`src/rtl/tm1638_pkg.sv`:
```
// Shared command bytes and state encodings for the TM1638 display/key scheduler.
package tm1638_pkg;
  localparam logic [7:0] CMD_DATA_WRITE = 8'h40;
  localparam logic [7:0] CMD_DATA_READ  = 8'h42;
  localparam logic [7:0] CMD_ADDR_BASE  = 8'hC0;
  localparam logic [7:0] CMD_DISP_CTRL  = 8'h80;
  localparam int         RAM_DEPTH      = 16;

  typedef enum logic [2:0] {
    S_IDLE, S_STB_LO, S_ISSUE, S_WAIT, S_TURN, S_RD, S_RD_WAIT, S_STB_HI
  } state_t;

  typedef enum logic [1:0] {T_MODE, T_DATA, T_CTRL, T_SCAN} txn_t;
endpackage

```
`src/rtl/tm1638_sched_timer.sv`:
```
// Free-running key-scan period counter; o_expire is high for the one cycle the count sits at zero.
module tm1638_sched_timer #(
  parameter int PERIOD = 120000
) (
  input  logic i_clk,
  input  logic i_rst_n,
  output logic o_expire
);
  localparam int            CW     = $clog2(PERIOD);
  localparam logic [CW-1:0] RELOAD = CW'(PERIOD - 1);

  logic [CW-1:0] cnt;

  always_ff @(posedge i_clk) begin
    if (!i_rst_n) begin
      cnt <= RELOAD;
    end else if (cnt == '0) begin
      cnt <= RELOAD;
    end else begin
      cnt <= cnt - CW'(1);
    end
  end

  assign o_expire = (cnt == '0);
endmodule

```
`src/rtl/tm1638_scheduler.sv`:
```
// Sequences TM1638 command windows (mode, address+data, display control, key read) over the byte engine.
// Engine handshake: a request is a 1-cycle pulse raised only while i_eng_idle is high; it is done once i_eng_idle is high again after the cycle following the pulse.
module tm1638_scheduler
  import tm1638_pkg::*;
#(
  parameter int CLOCK_FREQ_MHz = 12,
  parameter int STB_GAP_CYCLES = 12,
  parameter int SCAN_PERIOD    = 120000
) (
  input  logic       i_clk,
  input  logic       i_rst_n,
  input  logic       i_ram_we,
  input  logic [3:0] i_ram_addr,
  input  logic [7:0] i_ram_data,
  input  logic [2:0] i_brightness,
  input  logic       i_display_on,
  input  logic       i_refresh,
  output logic [7:0] o_keys,
  output logic       o_keys_valid,
  output logic       o_busy,
  output logic       o_stb,
  output logic       o_eng_write_en,
  output logic [7:0] o_eng_raw_data,
  output logic       o_eng_read_en,
  input  logic [7:0] i_eng_btn_state,
  input  logic       i_eng_idle
);
  // The STB gap must never be shorter than 1 us of system clock.
  localparam int            GAP      = (STB_GAP_CYCLES < CLOCK_FREQ_MHz) ? CLOCK_FREQ_MHz : STB_GAP_CYCLES;
  localparam int            GW       = $clog2(GAP + 1);
  localparam logic [GW-1:0] GAP_LAST = GW'(GAP - 1);

  logic [7:0]    ram [RAM_DEPTH];
  state_t        state;
  txn_t          txn;
  logic [4:0]    byte_idx;
  logic [GW-1:0] gap_cnt;
  logic          wait_first;
  logic          cont;
  logic          dirty;
  logic          scan_pend;
  logic [3:0]    ctrl_shadow;
  logic          scan_expire;
  logic          gap_done;
  logic          more_bytes;
  logic          dirty_set;
  logic          mode_issue;
  logic [7:0]    cmd_byte;
  logic [7:0]    ram_rd;

  tm1638_sched_timer #(.PERIOD(SCAN_PERIOD)) u_timer (
    .i_clk    (i_clk),
    .i_rst_n  (i_rst_n),
    .o_expire (scan_expire)
  );

  always_ff @(posedge i_clk) begin
    if (i_ram_we) ram[i_ram_addr] <= i_ram_data;
  end

  // byte_idx still names the byte just sent, so this is RAM[next byte_idx - 1].
  assign ram_rd     = ram[byte_idx[3:0]];
  assign gap_done   = (gap_cnt == GAP_LAST);
  assign more_bytes = (txn == T_DATA) && (byte_idx < 5'd16);
  assign dirty_set  = i_ram_we || i_refresh || ({i_display_on, i_brightness} != ctrl_shadow);
  assign mode_issue = (state == S_ISSUE) && i_eng_idle && (txn == T_MODE);

  always_comb begin
    cmd_byte = CMD_DATA_READ;
    case (txn)
      T_MODE:  cmd_byte = CMD_DATA_WRITE;
      T_DATA:  cmd_byte = CMD_ADDR_BASE;
      T_CTRL:  cmd_byte = CMD_DISP_CTRL | {4'b0000, ctrl_shadow};
      default: cmd_byte = CMD_DATA_READ;
    endcase
  end

  always_ff @(posedge i_clk) begin
    if (!i_rst_n) begin
      state          <= S_IDLE;
      txn            <= T_MODE;
      byte_idx       <= '0;
      gap_cnt        <= '0;
      wait_first     <= 1'b0;
      cont           <= 1'b0;
      dirty          <= 1'b1;
      scan_pend      <= 1'b0;
      ctrl_shadow    <= '0;
      o_stb          <= 1'b1;
      o_eng_write_en <= 1'b0;
      o_eng_read_en  <= 1'b0;
      o_eng_raw_data <= '0;
      o_keys         <= '0;
      o_keys_valid   <= 1'b0;
      o_busy         <= 1'b0;
    end else begin
      o_eng_write_en <= 1'b0;
      o_eng_read_en  <= 1'b0;
      o_keys_valid   <= 1'b0;
      ctrl_shadow    <= {i_display_on, i_brightness};
      // A write landing on the mode-issue cycle keeps dirty set: that data may miss this frame.
      if (dirty_set) dirty <= 1'b1;
      else if (mode_issue) dirty <= 1'b0;

      case (state)
        S_IDLE: begin
          if (i_eng_idle && (cont || scan_pend || dirty)) begin
            state    <= S_STB_LO;
            o_stb    <= 1'b0;
            o_busy   <= 1'b1;
            gap_cnt  <= '0;
            byte_idx <= '0;
            if (!cont) begin
              if (scan_pend) begin
                txn       <= T_SCAN;
                scan_pend <= 1'b0;
              end else begin
                txn <= T_MODE;
              end
            end
          end
        end
        S_STB_LO: begin
          if (gap_done) begin
            state          <= S_ISSUE;
            o_eng_raw_data <= cmd_byte;
          end else begin
            gap_cnt <= gap_cnt + GW'(1);
          end
        end
        S_ISSUE: begin
          if (i_eng_idle) begin
            o_eng_write_en <= 1'b1;
            wait_first     <= 1'b1;
            state          <= S_WAIT;
          end
        end
        S_WAIT: begin
          if (wait_first) begin
            wait_first <= 1'b0;
          end else if (i_eng_idle) begin
            gap_cnt <= '0;
            if (more_bytes) begin
              byte_idx       <= byte_idx + 5'd1;
              o_eng_raw_data <= ram_rd;
              state          <= S_ISSUE;
            end else if (txn == T_SCAN) begin
              state <= S_TURN;
            end else begin
              o_stb <= 1'b1;
              state <= S_STB_HI;
            end
          end
        end
        S_TURN: begin
          if (gap_done) state <= S_RD;
          else gap_cnt <= gap_cnt + GW'(1);
        end
        S_RD: begin
          if (i_eng_idle) begin
            o_eng_read_en <= 1'b1;
            wait_first    <= 1'b1;
            state         <= S_RD_WAIT;
          end
        end
        S_RD_WAIT: begin
          if (wait_first) begin
            wait_first <= 1'b0;
          end else if (i_eng_idle) begin
            o_keys       <= i_eng_btn_state;
            o_keys_valid <= 1'b1;
            o_stb        <= 1'b1;
            gap_cnt      <= '0;
            state        <= S_STB_HI;
          end
        end
        S_STB_HI: begin
          if (gap_done) begin
            state  <= S_IDLE;
            o_busy <= 1'b0;
            cont   <= (txn == T_MODE) || (txn == T_DATA);
            if (txn == T_MODE) txn <= T_DATA;
            else if (txn == T_DATA) txn <= T_CTRL;
          end else begin
            gap_cnt <= gap_cnt + GW'(1);
          end
        end
        default: state <= S_IDLE;
      endcase

      // Placed last so an expiry on the scan-start cycle is not lost.
      if (scan_expire) scan_pend <= 1'b1;
    end
  end
endmodule

```
`config.mk`:
```
export PLATFORM = sky130hd
export DESIGN_NAME = tm1638_scheduler
export DESIGN_NICKNAME = d
export VERILOG_FILES = /design/src/rtl/tm1638_pkg.sv /design/src/rtl/tm1638_sched_timer.sv /design/src/rtl/tm1638_scheduler.sv
export SDC_FILE = /design/constraint.sdc
export NUM_CORES = 1
export LEC_CHECK = 0
export ABC_AREA = 1
export CORE_MARGIN = 1.5
export CORE_UTILIZATION = 66
export CTS_BUF_LIST = sky130_fd_sc_hd__clkbuf_8
export DETAILED_ROUTE_END_ITERATION = 10
export PLACE_DENSITY = 0.87
export SYNTH_ARGS = -nofsm -noshare
export SYNTH_HDL_FRONTEND = slang
export SYNTH_SLANG_ARGS = --single-unit
export TNS_END_PERCENT = 30
```
`constraint.sdc`:
```
create_clock -name i_clk -period 3.3 [get_ports i_clk]
set_input_delay 0.66 -clock i_clk [delete_from_list [all_inputs] [get_ports i_clk]]
set_output_delay 0.66 -clock i_clk [all_outputs]
set_load 0.1 [all_outputs]
```
==> out/metrics.yaml <==
sta:
  clock_skew_ps: 9.64
  setup_violations: 0
  slew_headroom_pct: 45.8
  timing.final.max_slew_violations: 0
  clock.fmax_mhz: 451
  tightest_slew_ps: 810
  period_share_pct: 67.2
  rsz0062_at_grt: "no"
  fin_ws_ps: 1080
  tns_ps: 0
  hold_viol: 0
  fin_crit_ps: 2220
clock_tree:
  post_cts_resized: 0
  root_buffer: "clkbuf_8"
  cts.clk_slew.worst_paths_ps: 80
  insertion_delay_ps: 470
  cts.path.max_buffers: 2
  tritoncts: "done"
  post_cts_buffers: 0
  cts_max_level: 4
  hold_buffers: 0
  cts_inserted_buffers: 17
  clock-sinks: 192
power:
  power_frac_comb_pct: 17.2
  p_int_w: 0.00379
  cellLeakagePower_nw: 3.74
  peakVddDrop_v: 0.000379
  swShare_pct: 28.5
  p_clk_share_pct: 31.3
  p_total_w: 0.00530
  power_density_nw_per_um2: 574
  switchingPower_w: 0.00151
  pwr-share-seq_pct: 51.5
global_route:
  overflow: 0
  grtUsageTotal_pct: 28.3
  grt_pass1_vias: 5726
  grt_pass1_wl_um: 27700
  antenna_found_initial: 0
  grt_max_degree: 58
yosys:
  async_flop_share_pct: 0
  synth-xor-area-share_pct: 1.27
  synthesis.nets: 927
  ys_seq_elements: 192
  synthMuxAreaShare_pct: 0
  synth_edf_count: 128
  syn_inst: 891
  ys_warn_count: 0
  syn_avg_cell_area_um2: 9.27
  synthFlopType: "edfxtp_1"
  synth-compound-area-share_pct: 5.63
  synth_top_family_by_area: "simple AND/OR/NAND/NOR gates"
  ys_seq_area_share_pct: 62.0
  syn_area_um2: 8260
  yosysUniqueCellTypes: 39
  synthSimpleGateAreaFrac_pct: 22.9
  synthAdderAreaFrac_pct: 1.06
setup_path:
  end_kind: "register"
  path_class: "reg -> reg"
  regToRegSetupSlack_ps: 1080
  reg2regPathDepth: 9
  r2r_end: "o_eng_raw_data[7]$_SDFFE_PN0P_"
  startpoint_type: "register"
  critPathRequiredTime_ps: 3700
  worstPathArrival_ps: 2620
  crit_path_max_fanout: 37
floorplan:
  die_h_um: 115
  rows: 40
  ios: 50
  fp.dieW_um: 115
  start_util_pct: 68.2
  dieArea_um2: 13200
  core_area_um2: 12100
detailed_routing:
  num_vias: 6143
  ant_nets: 0
  drt-total-wl_um: 17800
  drt-initial-drc-count: 710
  drc_errors: 0
  drtPass1Iterations: 5
  wl_per_cell_um: 16.0
  routed_via_density: 5.51
placed_design:
  place_ws_ps: 820
  routabilityCongestion: 0.882
  dpl-instance-area_um2: 8800
  io_buffers: 49
  hpwl_um: 11600
cells_and_area:
  layout-drive-gt1-share_pct: 8.14
  layout_commonest_cell: "nand2_1"
  fin_area_um2: 9240
  antenna_cells: 0
  seq_area_um2: 5130
  fill_cells: 805
  mostFrequentLayoutCells: "235 x nand2_1, 128 x edfxtp_1, 111 x inv_1, 109 x nand3_1, 83 x nor2_1"
  multi_input_area_um2: 2550
  syn_to_final_growth_pct: 11.8
  nNetsFinal: 970
  final_core_util_pct: 76.3
worst_hold_path:
  hold_path_class: "reg -> reg"
  hold_end: "u_timer.cnt[0]$_SDFF_PP1_"
  min_from: "u_timer.cnt[0]$_SDFF_PP1_"
  hold_depth: 1
run:
  max_cap_viol_count: 0
outcome:
  status: "complete, no violations"
-- synthesized netlist by cell type, drive strengths merged, types with 3 or more instances --
| library cell | count | share of area [%] |
|---|---|---|
| buf | 18 | 1.3 |
| nor2 | 87 | 4.1 |
| o21ai | 35 | 2.2 |
| inv | 114 | 5.2 |
| nand2 | 239 | 11 |
| xor2 | 9 | 0.95 |
| a21oi | 33 | 2.1 |
| nand3 | 110 | 6.7 |
| nor3 | 8 | 0.48 |
| xnor2 | 3 | 0.32 |
| edfxtp | 128 | 47 |
| clkbuf | 13 | 0.59 |
| ha | 7 | 1.1 |
| o211ai | 7 | 0.64 |
| dfxtp | 64 | 16 |
-- final cells by class --
type                    count  share of cell area [%]
clock buffers              17                    2.53
clock inverters            14                    2.15
inverters                 115                    4.67
multi-input cells         553                    27.6
flip-flops and latches    192                    55.5
well taps                 168                    2.28
repair buffers             55                    5.23
-- worst max-delay path, cell delays in order, from the launching register on --
cell,delay [ps]
dfxtp_2,750
buf_4,460
nand2_1,110
nand2_1,90
nand2_1,60
nand3_1,170
nand3_1,180
nand3_1,130
nand2_1,60
a21oi_1,120
-- metal layers --
metal  global-route usage, %  up-vias  share of wire [%]
met3                    5.90       47                7.1
met2                    45.6      265                 49
met5                       0        -                  0
met4                    13.4        0                3.2
li1                        -     2994                  -
met1                    37.3     2837                 41
-- metrics by stage --
stage                     hold slack (ps)  std cells
final                                 428       1114
after global routing                  444       1114
after CTS                             425       1114
after detailed placement              404       1083
after global placement                403       1083
after floorplan                       380        891
-- power by group through the flow --
| stage | sequential (W) | combinational, W | clock (W) |
|---|---|---|---|
| floorplan | 0.00287 | 0.000554 | 0 |
| global placement | 0.00278 | 0.000875 | 0 |
| detailed placement | 0.00278 | 0.000892 | 0 |
| CTS | 0.00273 | 0.000902 | 0.00166 |
| global route | 0.00274 | 0.000992 | 0.00175 |
| finish | 0.00273 | 0.000913 | 0.00166 |
-- sequential cells by signal, summed over array words and instances, names as in the netlist, 2 cells and up, named ones only --
name and flops:
ctrl_shadow 4, gap_cnt 4, o_eng_raw_data 8, byte_idx 5, ram 128, o_keys 8
state 3, txn 2, u_timer.cnt 17
-- how the worst max path moves through the flow --
stage	cells past startpoint	endpoint	slack, ps
detailed placement	6	o_keys[5]$_SDFFE_PN0P_	820
CTS	9	o_eng_raw_data[7]$_SDFFE_PN0P_	1140
global route	9	o_eng_raw_data[7]$_SDFFE_PN0P_	900
floorplan	4	ram[10][0]$_DFFE_PP_	1700
global placement	3	ram[14][2]$_DFFE_PP_	880
finish	9	o_eng_raw_data[7]$_SDFFE_PN0P_	1080
-- cell families (layout without fill, tap and decap cells) --
kind of cell / count (synthesis) / count (layout)
flip-flops: 192 / 192
adder cells (fa/ha/maj): 7 / 7
XOR/XNOR: 12 / 12
buffers and inverters: 146 / 201
AO/OA/AOI/OAI: 82 / 82
AND/OR/NAND/NOR: 452 / 452
(Power assumes the default switching activity.)
